File: src/rtl/read_empty_gen_pkg.sv
// Shared pointer constants and Gray/binary conversions for the async FIFO status stages.
// Conversions work on a wide vector; callers zero-extend narrower pointers and truncate the result.
package read_empty_gen_pkg;

  localparam int A_LENGTH_DEF = 3;
  localparam int PTR_W_DEF    = A_LENGTH_DEF + 1;
  localparam int CONV_W       = 32;

  function automatic logic [CONV_W-1:0] bin2gray(input logic [CONV_W-1:0] b);
    return b ^ (b >> 1);
  endfunction

  // Zero-extension is harmless here: leading zero bits do not change the running XOR.
  function automatic logic [CONV_W-1:0] gray2bin(input logic [CONV_W-1:0] g);
    logic [CONV_W-1:0] b;
    b[CONV_W-1] = g[CONV_W-1];
    for (int i = CONV_W - 2; i >= 0; i--) begin
      b[i] = b[i+1] ^ g[i];
    end
    return b;
  endfunction

endpackage

File: src/rtl/read_empty_gen_if.sv
// Read-side pointer/status bundle between the read counter, this stage and the write domain.
interface read_empty_gen_if #(
  parameter int a_length = 3
);
  localparam int PTR_W = a_length + 1;

  logic [PTR_W-1:0] rd_ptr;
  logic [PTR_W-1:0] wr_ptr_gray;
  logic             f_empty;
  logic             f_almost_empty;
  logic [PTR_W-1:0] rd_level;
  logic [PTR_W-1:0] rd_ptr_gray;

  modport master (
    output rd_ptr,
    output wr_ptr_gray,
    input  f_empty,
    input  f_almost_empty,
    input  rd_level,
    input  rd_ptr_gray
  );

  modport slave (
    input  rd_ptr,
    input  wr_ptr_gray,
    output f_empty,
    output f_almost_empty,
    output rd_level,
    output rd_ptr_gray
  );
endinterface

File: src/rtl/read_empty_gen_sync_2ff.sv
// Plain two-flop synchronizer; also used on the write side for the Gray read pointer.
module sync_2ff #(
  parameter int WIDTH = 4
) (
  input  logic             rd_clk,
  input  logic             reset,
  input  logic [WIDTH-1:0] d,
  output logic [WIDTH-1:0] q
);

  logic [WIDTH-1:0] r_q1;
  logic [WIDTH-1:0] r_q2;

  always_ff @(posedge rd_clk) begin
    if (reset) begin
      r_q1 <= '0;
      r_q2 <= '0;
    end else begin
      r_q1 <= d;
      r_q2 <= r_q1;
    end
  end

  assign q = r_q2;

endmodule

File: src/rtl/read_empty_gen.sv
// Read-domain empty/almost-empty/level generator for the async FIFO, plus the exported Gray read pointer.
// Status is computed against the read pointer the counter will hold after this edge, so flags never lag a read.
module read_empty_gen
  import read_empty_gen_pkg::*;
#(
  parameter int a_length = A_LENGTH_DEF,
  parameter int AE_LEVEL = 1
) (
  input logic             rd_clk,
  input logic             reset,
  read_empty_gen_if.slave bus
);

  localparam int               PTR_W  = a_length + 1;
  localparam logic [PTR_W-1:0] AE_THR = PTR_W'(AE_LEVEL);

  logic [PTR_W-1:0] w_wr_sync;
  logic [PTR_W-1:0] w_wr_bin;
  logic [PTR_W-1:0] w_rd_next;
  logic [PTR_W-1:0] w_level;

  logic             r_empty;
  logic             r_almost_empty;
  logic [PTR_W-1:0] r_level;
  logic [PTR_W-1:0] r_rd_gray;

  sync_2ff #(
    .WIDTH (PTR_W)
  ) u_sync (
    .rd_clk (rd_clk),
    .reset  (reset),
    .d      (bus.wr_ptr_gray),
    .q      (w_wr_sync)
  );

  assign w_wr_bin  = PTR_W'(gray2bin(CONV_W'(w_wr_sync)));
  // Mirrors the read counter's own increment on this edge (enable = ~f_empty).
  assign w_rd_next = bus.rd_ptr + {{(PTR_W-1){1'b0}}, ~r_empty};
  assign w_level   = w_wr_bin - w_rd_next;

  always_ff @(posedge rd_clk) begin
    if (reset) begin
      r_empty        <= 1'b1;
      r_almost_empty <= 1'b1;
      r_level        <= '0;
      r_rd_gray      <= '0;
    end else begin
      r_empty        <= (w_rd_next == w_wr_bin);
      r_almost_empty <= (w_level <= AE_THR);
      r_level        <= w_level;
      r_rd_gray      <= PTR_W'(bin2gray(CONV_W'(w_rd_next)));
    end
  end

  assign bus.f_empty        = r_empty;
  assign bus.f_almost_empty = r_almost_empty;
  assign bus.rd_level       = r_level;
  assign bus.rd_ptr_gray    = r_rd_gray;

endmodule

File: src/flat_wrapper.sv
// flat-port wrapper written by rule: the top's interface ports become plain ports
module read_empty_gen_flat import read_empty_gen_pkg::*;
#(
  parameter int a_length = A_LENGTH_DEF,
  parameter int AE_LEVEL = 1
)
  (rd_clk, reset, bus_rd_ptr, bus_wr_ptr_gray, bus_f_empty, bus_f_almost_empty, bus_rd_level, bus_rd_ptr_gray);
  read_empty_gen_if #(.a_length(a_length)) bus_i ();
  input logic rd_clk;
  input logic reset;
  input wire logic [$bits(bus_i.rd_ptr)-1:0] bus_rd_ptr;
  input wire logic [$bits(bus_i.wr_ptr_gray)-1:0] bus_wr_ptr_gray;
  output wire logic [$bits(bus_i.f_empty)-1:0] bus_f_empty;
  output wire logic [$bits(bus_i.f_almost_empty)-1:0] bus_f_almost_empty;
  output wire logic [$bits(bus_i.rd_level)-1:0] bus_rd_level;
  output wire logic [$bits(bus_i.rd_ptr_gray)-1:0] bus_rd_ptr_gray;
  assign bus_i.rd_ptr = bus_rd_ptr;
  assign bus_i.wr_ptr_gray = bus_wr_ptr_gray;
  assign bus_f_empty = bus_i.f_empty;
  assign bus_f_almost_empty = bus_i.f_almost_empty;
  assign bus_rd_level = bus_i.rd_level;
  assign bus_rd_ptr_gray = bus_i.rd_ptr_gray;
  read_empty_gen #(.a_length(a_length), .AE_LEVEL(AE_LEVEL)) u_core (.rd_clk(rd_clk), .reset(reset), .bus(bus_i));
endmodule
File: config.mk
export PLATFORM = sky130hd
export DESIGN_NAME = read_empty_gen_flat
export DESIGN_NICKNAME = d
export VERILOG_FILES = /design/src/rtl/read_empty_gen_pkg.sv /design/src/rtl/read_empty_gen_if.sv /design/src/rtl/read_empty_gen_sync_2ff.sv /design/src/rtl/read_empty_gen.sv /design/src/flat_wrapper.sv
export SDC_FILE = /design/constraint.sdc
export NUM_CORES = 1
export LEC_CHECK = 0
export ABC_AREA = 0
export BUFFER_PORTS_ARGS = -buffer_cell sky130_fd_sc_hd__buf_4
export CAP_MARGIN = 25
export CORE_MARGIN = 2
export CORE_UTILIZATION = 52
export DETAILED_ROUTE_END_ITERATION = 8
export GPL_TIMING_DRIVEN = 1
export PLACE_DENSITY_LB_ADDON = 0.1
export SETUP_SLACK_MARGIN = 0.02
export SYNTH_ARGS = -nofsm -noshare
export SYNTH_HDL_FRONTEND = slang
export SYNTH_SLANG_ARGS = --single-unit
File: constraint.sdc
create_clock -name rd_clk -period 6.55 [get_ports rd_clk]
set_input_delay 0.3275 -clock rd_clk [delete_from_list [all_inputs] [get_ports rd_clk]]
set_output_delay 0.3275 -clock rd_clk [all_outputs]
set_load 0.1 [all_outputs]
Yosys cells after proc, flatten, opt, wreduce, memory -nomap -nowiden. Cells that the tools add are included.

Add/sub/neg operators: 2. Bitwise operators: 5. $lt $le $gt $ge: 1. Eq/ne operators: 1.

Operator list (number): adder 4 x 1 -> 4 bit (1); equality test 4 bit (1); <= comparator 4 x 1 -> 1 bit (second input constant) (1); subtractor 4 bit (1); XOR 4 x 3 -> 4 bit (1); XOR 1 bit (3); NOT 1 bit (1).

Input port bits: 10. Bits in registers: 18.

Longest topological paths before layout.
Depth in word-level cells: 5. Mapped depth: 10. Gate-level depth less buffers: 10.

Hierarchy. From an unflattened synthesis, not the netlist that was laid out.

Cells, all modules: 66. Area, all modules: 733.2 um2.

By module, submodules not included: read_empty_gen (area an instance 523.0 um2, cells an instance 50, sequential area each 200.2 um2, times used 1); sync_2ff (area an instance 210.2 um2, cells an instance 16, sequential area each 160.2 um2, times used 1).

Worst setup path after synthesis. No wires, ideal clock.

Path type: register to register. Start point: register u_core.r_empty, in the netlist u_core.bus.f_empty. End point: register u_core.r_almost_empty, in the netlist u_core.bus.f_almost_empty. Path slack: 3.779 ns. Data arrival time: 2.686 ns. Data required time: 6.464 ns. Clock period less this slack: 2.771 ns. Cell stages (with the launch flop): 10. Path through: dfxtp_1 > inv_1 > ha_1 > ha_1 > inv_1 > fa_1 > xnor2_1 > nor2_1 > or2_2 > a211oi_1.

Word-level cells in the longest chain between the ends: 4.

RTL lines: start, declared (RTL line read_empty_gen.sv:22) `logic r_empty;`; start signal, assigned (RTL line read_empty_gen.sv:48) `r_empty <= (w_rd_next == w_wr_bin);`; NOT 1 bit (RTL line read_empty_gen.sv:38) `assign w_rd_next = bus.rd_ptr + {{(PTR_W-1){1'b0}}, ~r_empty};`; adder 4 x 1 -> 4 bit (RTL line read_empty_gen.sv:38); subtractor 4 bit (RTL line read_empty_gen.sv:39) `assign w_level = w_wr_bin - w_rd_next;`; <= comparator 4 x 1 -> 1 bit (RTL line read_empty_gen.sv:49) `r_almost_empty <= (w_level <= AE_THR);`; end signal, assigned (RTL line read_empty_gen.sv:49); end, declared (RTL line read_empty_gen.sv:23) `logic r_almost_empty;`.

Every way passes these cells. A chain may end at the register's enable or synchronous reset.

Final worst setup path.
Start point: register u_core.u_sync.r_q2[3], in the netlist u_core.u_sync.q[3]. End point: register u_core.r_almost_empty, in the netlist u_core.bus.f_almost_empty.

Word-level cells in the longest chain between the ends: 5.

RTL lines: start, declared (RTL line read_empty_gen_sync_2ff.sv:12) `logic [WIDTH-1:0] r_q2;`; start signal, assigned (RTL line read_empty_gen_sync_2ff.sv:20) `r_q2 <= r_q1;`; XOR 1 bit (3 in a row) (RTL line read_empty_gen_pkg.sv:18) `b[i] = b[i+1] ^ g[i];`; subtractor 4 bit * (RTL line read_empty_gen.sv:39); <= comparator 4 x 1 -> 1 bit * (RTL line read_empty_gen.sv:49).

Every way passes the cells marked *; elsewhere a longest branch is shown, timed or not.

==> metrics.md <==
| Metric | Value |
|---|---|
| Outcome | completed |
| Final instance area | 924.6 µm² |
| Core box area | 1318 µm² |
| Unique cell type count in the Yosys netlist | 24 |
| Overall Power | 0.3375 mW |
| Yosys top cell by area | dfxtp_1 |
| Synthesized flop and latch total | 18 |
| Avg Synthesized Cell Area | 10.82 µm² |
| XOR/XNOR share of the synthesized area | 0.1293 |
| Via Count | 516 |
| Synth top area share | 0.4898 |
| Clock latency on the worst-skew pair | 0.30 ns |
| P per Cell Area | 365.0 nW/µm² |
| Tcrit/Tclk final | 0.3865 |
| CTS Buf Count | 3 |
| Leakage | 0.4426 nW |
| Adder-Cell Fraction of Synth Area | 0.1122 |
| Layout area overhead | 25.68% |
| Setup slack at placement | 4.044 ns |
| Mux share of post-synthesis cell area | 0 |
| # diodes | 0 |
| Tightest Pin Transition | 0.3880 ns |
| RSZ-0062 raised after global routing | false |
| Tightest Hold Check Type | primary input to register |
| Share of cells above drive strength 1 | 0.2921 |
| Post-route non-filler standard cell count | 104 |
| Busiest layer in global routing | met2 |
| Placed inst area | 888.4 µm² |
| Worst hold margin | 0.2354 ns |
| Die Wd | 41.62 µm |
| Final HPWL DP | 763.8 µm |
| Final net count | 106 |
| Longest Clk Path Bufs | 2 |
| DR DRC count | 0 |
| Top FF cell, synth | dfxtp_1 |
| Worst Setup SP | u_core.u_sync.q[3]$_SDFF_PP0_ |
| Max Clock Skew | 0.001555 ns |
| Asr flop ratio synth | 0 |
| Critical path type | register to register |
| Flop-to-flop setup slack | 4.02 ns |
| Std-Cell Rows | 13 |
| Iter 0 DRT Violations | 4 |
| Met3 global-route usage | 0.05217 |
| Met1 Resource Use GR | 0.1538 |
| Final Hold Vio Count | 0 |
| Clock period minus worst slack | 2.532 ns |
| RePlAce Congestion | 0.7306 |
| GR Util met2 | 0.2500 |
| Die height | 41.62 µm |
| Maxcap violations | 0 |
| Ranking of synthesized cells by area | dfxtp_1 (49%), ha_1 (8.5%), nor2b_1 (8.5%) |
| CTS tree | built |
| Highest fanout seen on the critical path | 3 |
| FF-to-FF End | u_core.bus.f_almost_empty$_SDFF_PP1_ |
| IO Port Bufs | 19 |
| Post-synthesis simple-gate area fraction | 0.1718 |
| Top-level port count | 20 |
| Final setup fails | 0 |
| CTS Hold Buffers Added | 0 |
| Mapped cell area | 735.7 µm² |
| Util after Layout | 0.7018 |
| Setup bufs post-CTS | 0 |
| Worst r2r src | u_core.u_sync.q[3]$_SDFF_PP0_ |
| Commonest non-fill, non-tap cell in the layout | buf_4 |
| Largest net degree at the start of global routing | 19 |
| Reg2Reg Depth | 10 |
| Grt ovf | 0 |
| CTS root buf | clkbuf_4 |
| PnR worst setup slack | 4.018 ns |
| CP startpoint kind | register |
| DRT Pass-1 Iters | 3 |
| CTS resizes | 0 |
| Syn Inst Count | 68 |
| DRT Wirelength | 1081 µm |
| Fin. max-slew vios | 0 |
| Dpl cells | 100 |
| Syn. warnings | 0 |
| Peak Freq | 395.0 MHz |
| Total GRT Usage | 0.1483 |
| Worst setup EP type | register |
| Die area | 1732 µm² |
| Combinational family with the most area after synthesis | simple AND/OR/NAND/NOR gates |
| Worst-path clk slew | 0.10 ns |
| Setup TNS | 0 ns |
| Wire per inst | 10.39 µm |
| Initial antenna violation count | 0 |
| Via density per instance | 4.962 |
| Net Count, Synth | 84 |
| Vias in the first global route | 465 |
| Initial Util | 0.5584 |
| Compound-gate portion of the synthesized area | 0.06463 |
| CTS sink count | 18 |
| Seq/Total Area, Yosys | 0.4898 |
| First-pass GRT wire length | 1897 µm |
| Commonest cells after routing, fill and taps aside | buf_4 (19), dfxtp_1 (18), nor2b_1 (10) |
| Crit path required time | 6.77 ns |
| Crit path DAT | 2.75 ns |
| Peak VDD IR | 0.0002199 V |
| Routed Antenna Nets | 0 |
| EDFF count, synth | 0 |
| Worst rel slew slack | 0.7404 |
| H-tree levels | 1 |
| Setup crit end | u_core.bus.f_almost_empty$_SDFF_PP1_ |
## power by group
group	switching, mW	leakage (nW)	total [mW]	internal [mW]
Combinational	0.105	0.272	0.143	0.0378
Sequential	0.00356	0.150	0.126	0.123
Clock	0.0345	0.0210	0.0684	0.0339
## sequential cells by signal, summed over array words and instances (netlist names)
register                   flops
u_core.bus.rd_level            4
u_core.bus.rd_ptr_gray         4
u_core.u_sync.q                4
u_core.u_sync.r_q1             4
u_core.bus.f_almost_empty      1
u_core.bus.f_empty             1
## area by class of cell
class                           count  area, µm²
Sequential cell                    18      360.3
Tap cell                           15      18.77
Fill cell                         101      392.9
Multi-Input combinational cell     44      351.6
Inverter                            4      15.01
Clock buffer                        4      36.28
Timing Repair Buffer               19      142.6
## worst max-delay path, stage by stage (launching register included)
cell	delay, ns
dfxtp_1	0.37
xor2_1	0.25
xor2_1	0.37
xnor2_1	0.18
ha_1	0.19
inv_1	0.06
fa_1	0.37
xnor2_1	0.16
nor2_1	0.07
or2_2	0.29
a211oi_1	0.16
## logic make-up (layout without fill, tap and decap cells)
logic type | Yosys count | in the layout
simple gates | 23 | 23
buf+inv | 6 | 27
fa+ha+maj | 6 | 6
flops | 18 | 18
xor+xnor | 9 | 9
compound gates | 6 | 6
## per-layer routing
| metal | up-vias | wire (µm) |
|---|---|---|
| met5 | - | 0 |
| met4 | 0 | 40 |
| met3 | 5 | 73 |
| met2 | 16 | 511 |
| met1 | 233 | 456 |
| li1 | 262 | - |
## cells in the mapped netlist, types with 2 or more instances
master   number
nor2_1        5
xnor2_1       4
xor2_1        4
nor2b_1      10
inv_1         4
ha_1          5
nor3_1        2
dfxtp_1      18
## how the worst min path moves through the flow
stage | slack [ns] | end | startpoint | depth (start not counted)
final | 0.24 | u_core.u_sync.r_q1[2]$_SDFF_PP0_ | bus_wr_ptr_gray[2] | 2
after detailed placement | 0.43 | u_core.u_sync.q[1]$_SDFF_PP0_ | u_core.u_sync.r_q1[1]$_SDFF_PP0_ | 1
after CTS | 0.23 | u_core.u_sync.r_q1[1]$_SDFF_PP0_ | bus_wr_ptr_gray[1] | 2
after global routing | 0.24 | u_core.u_sync.r_q1[2]$_SDFF_PP0_ | bus_wr_ptr_gray[2] | 2
after global placement | 0.42 | u_core.u_sync.q[1]$_SDFF_PP0_ | u_core.u_sync.r_q1[1]$_SDFF_PP0_ | 1
after floorplan | 0.41 | u_core.u_sync.q[0]$_SDFF_PP0_ | u_core.u_sync.r_q1[0]$_SDFF_PP0_ | 1
No activity file was read; power rests on OpenSTA's default activity.
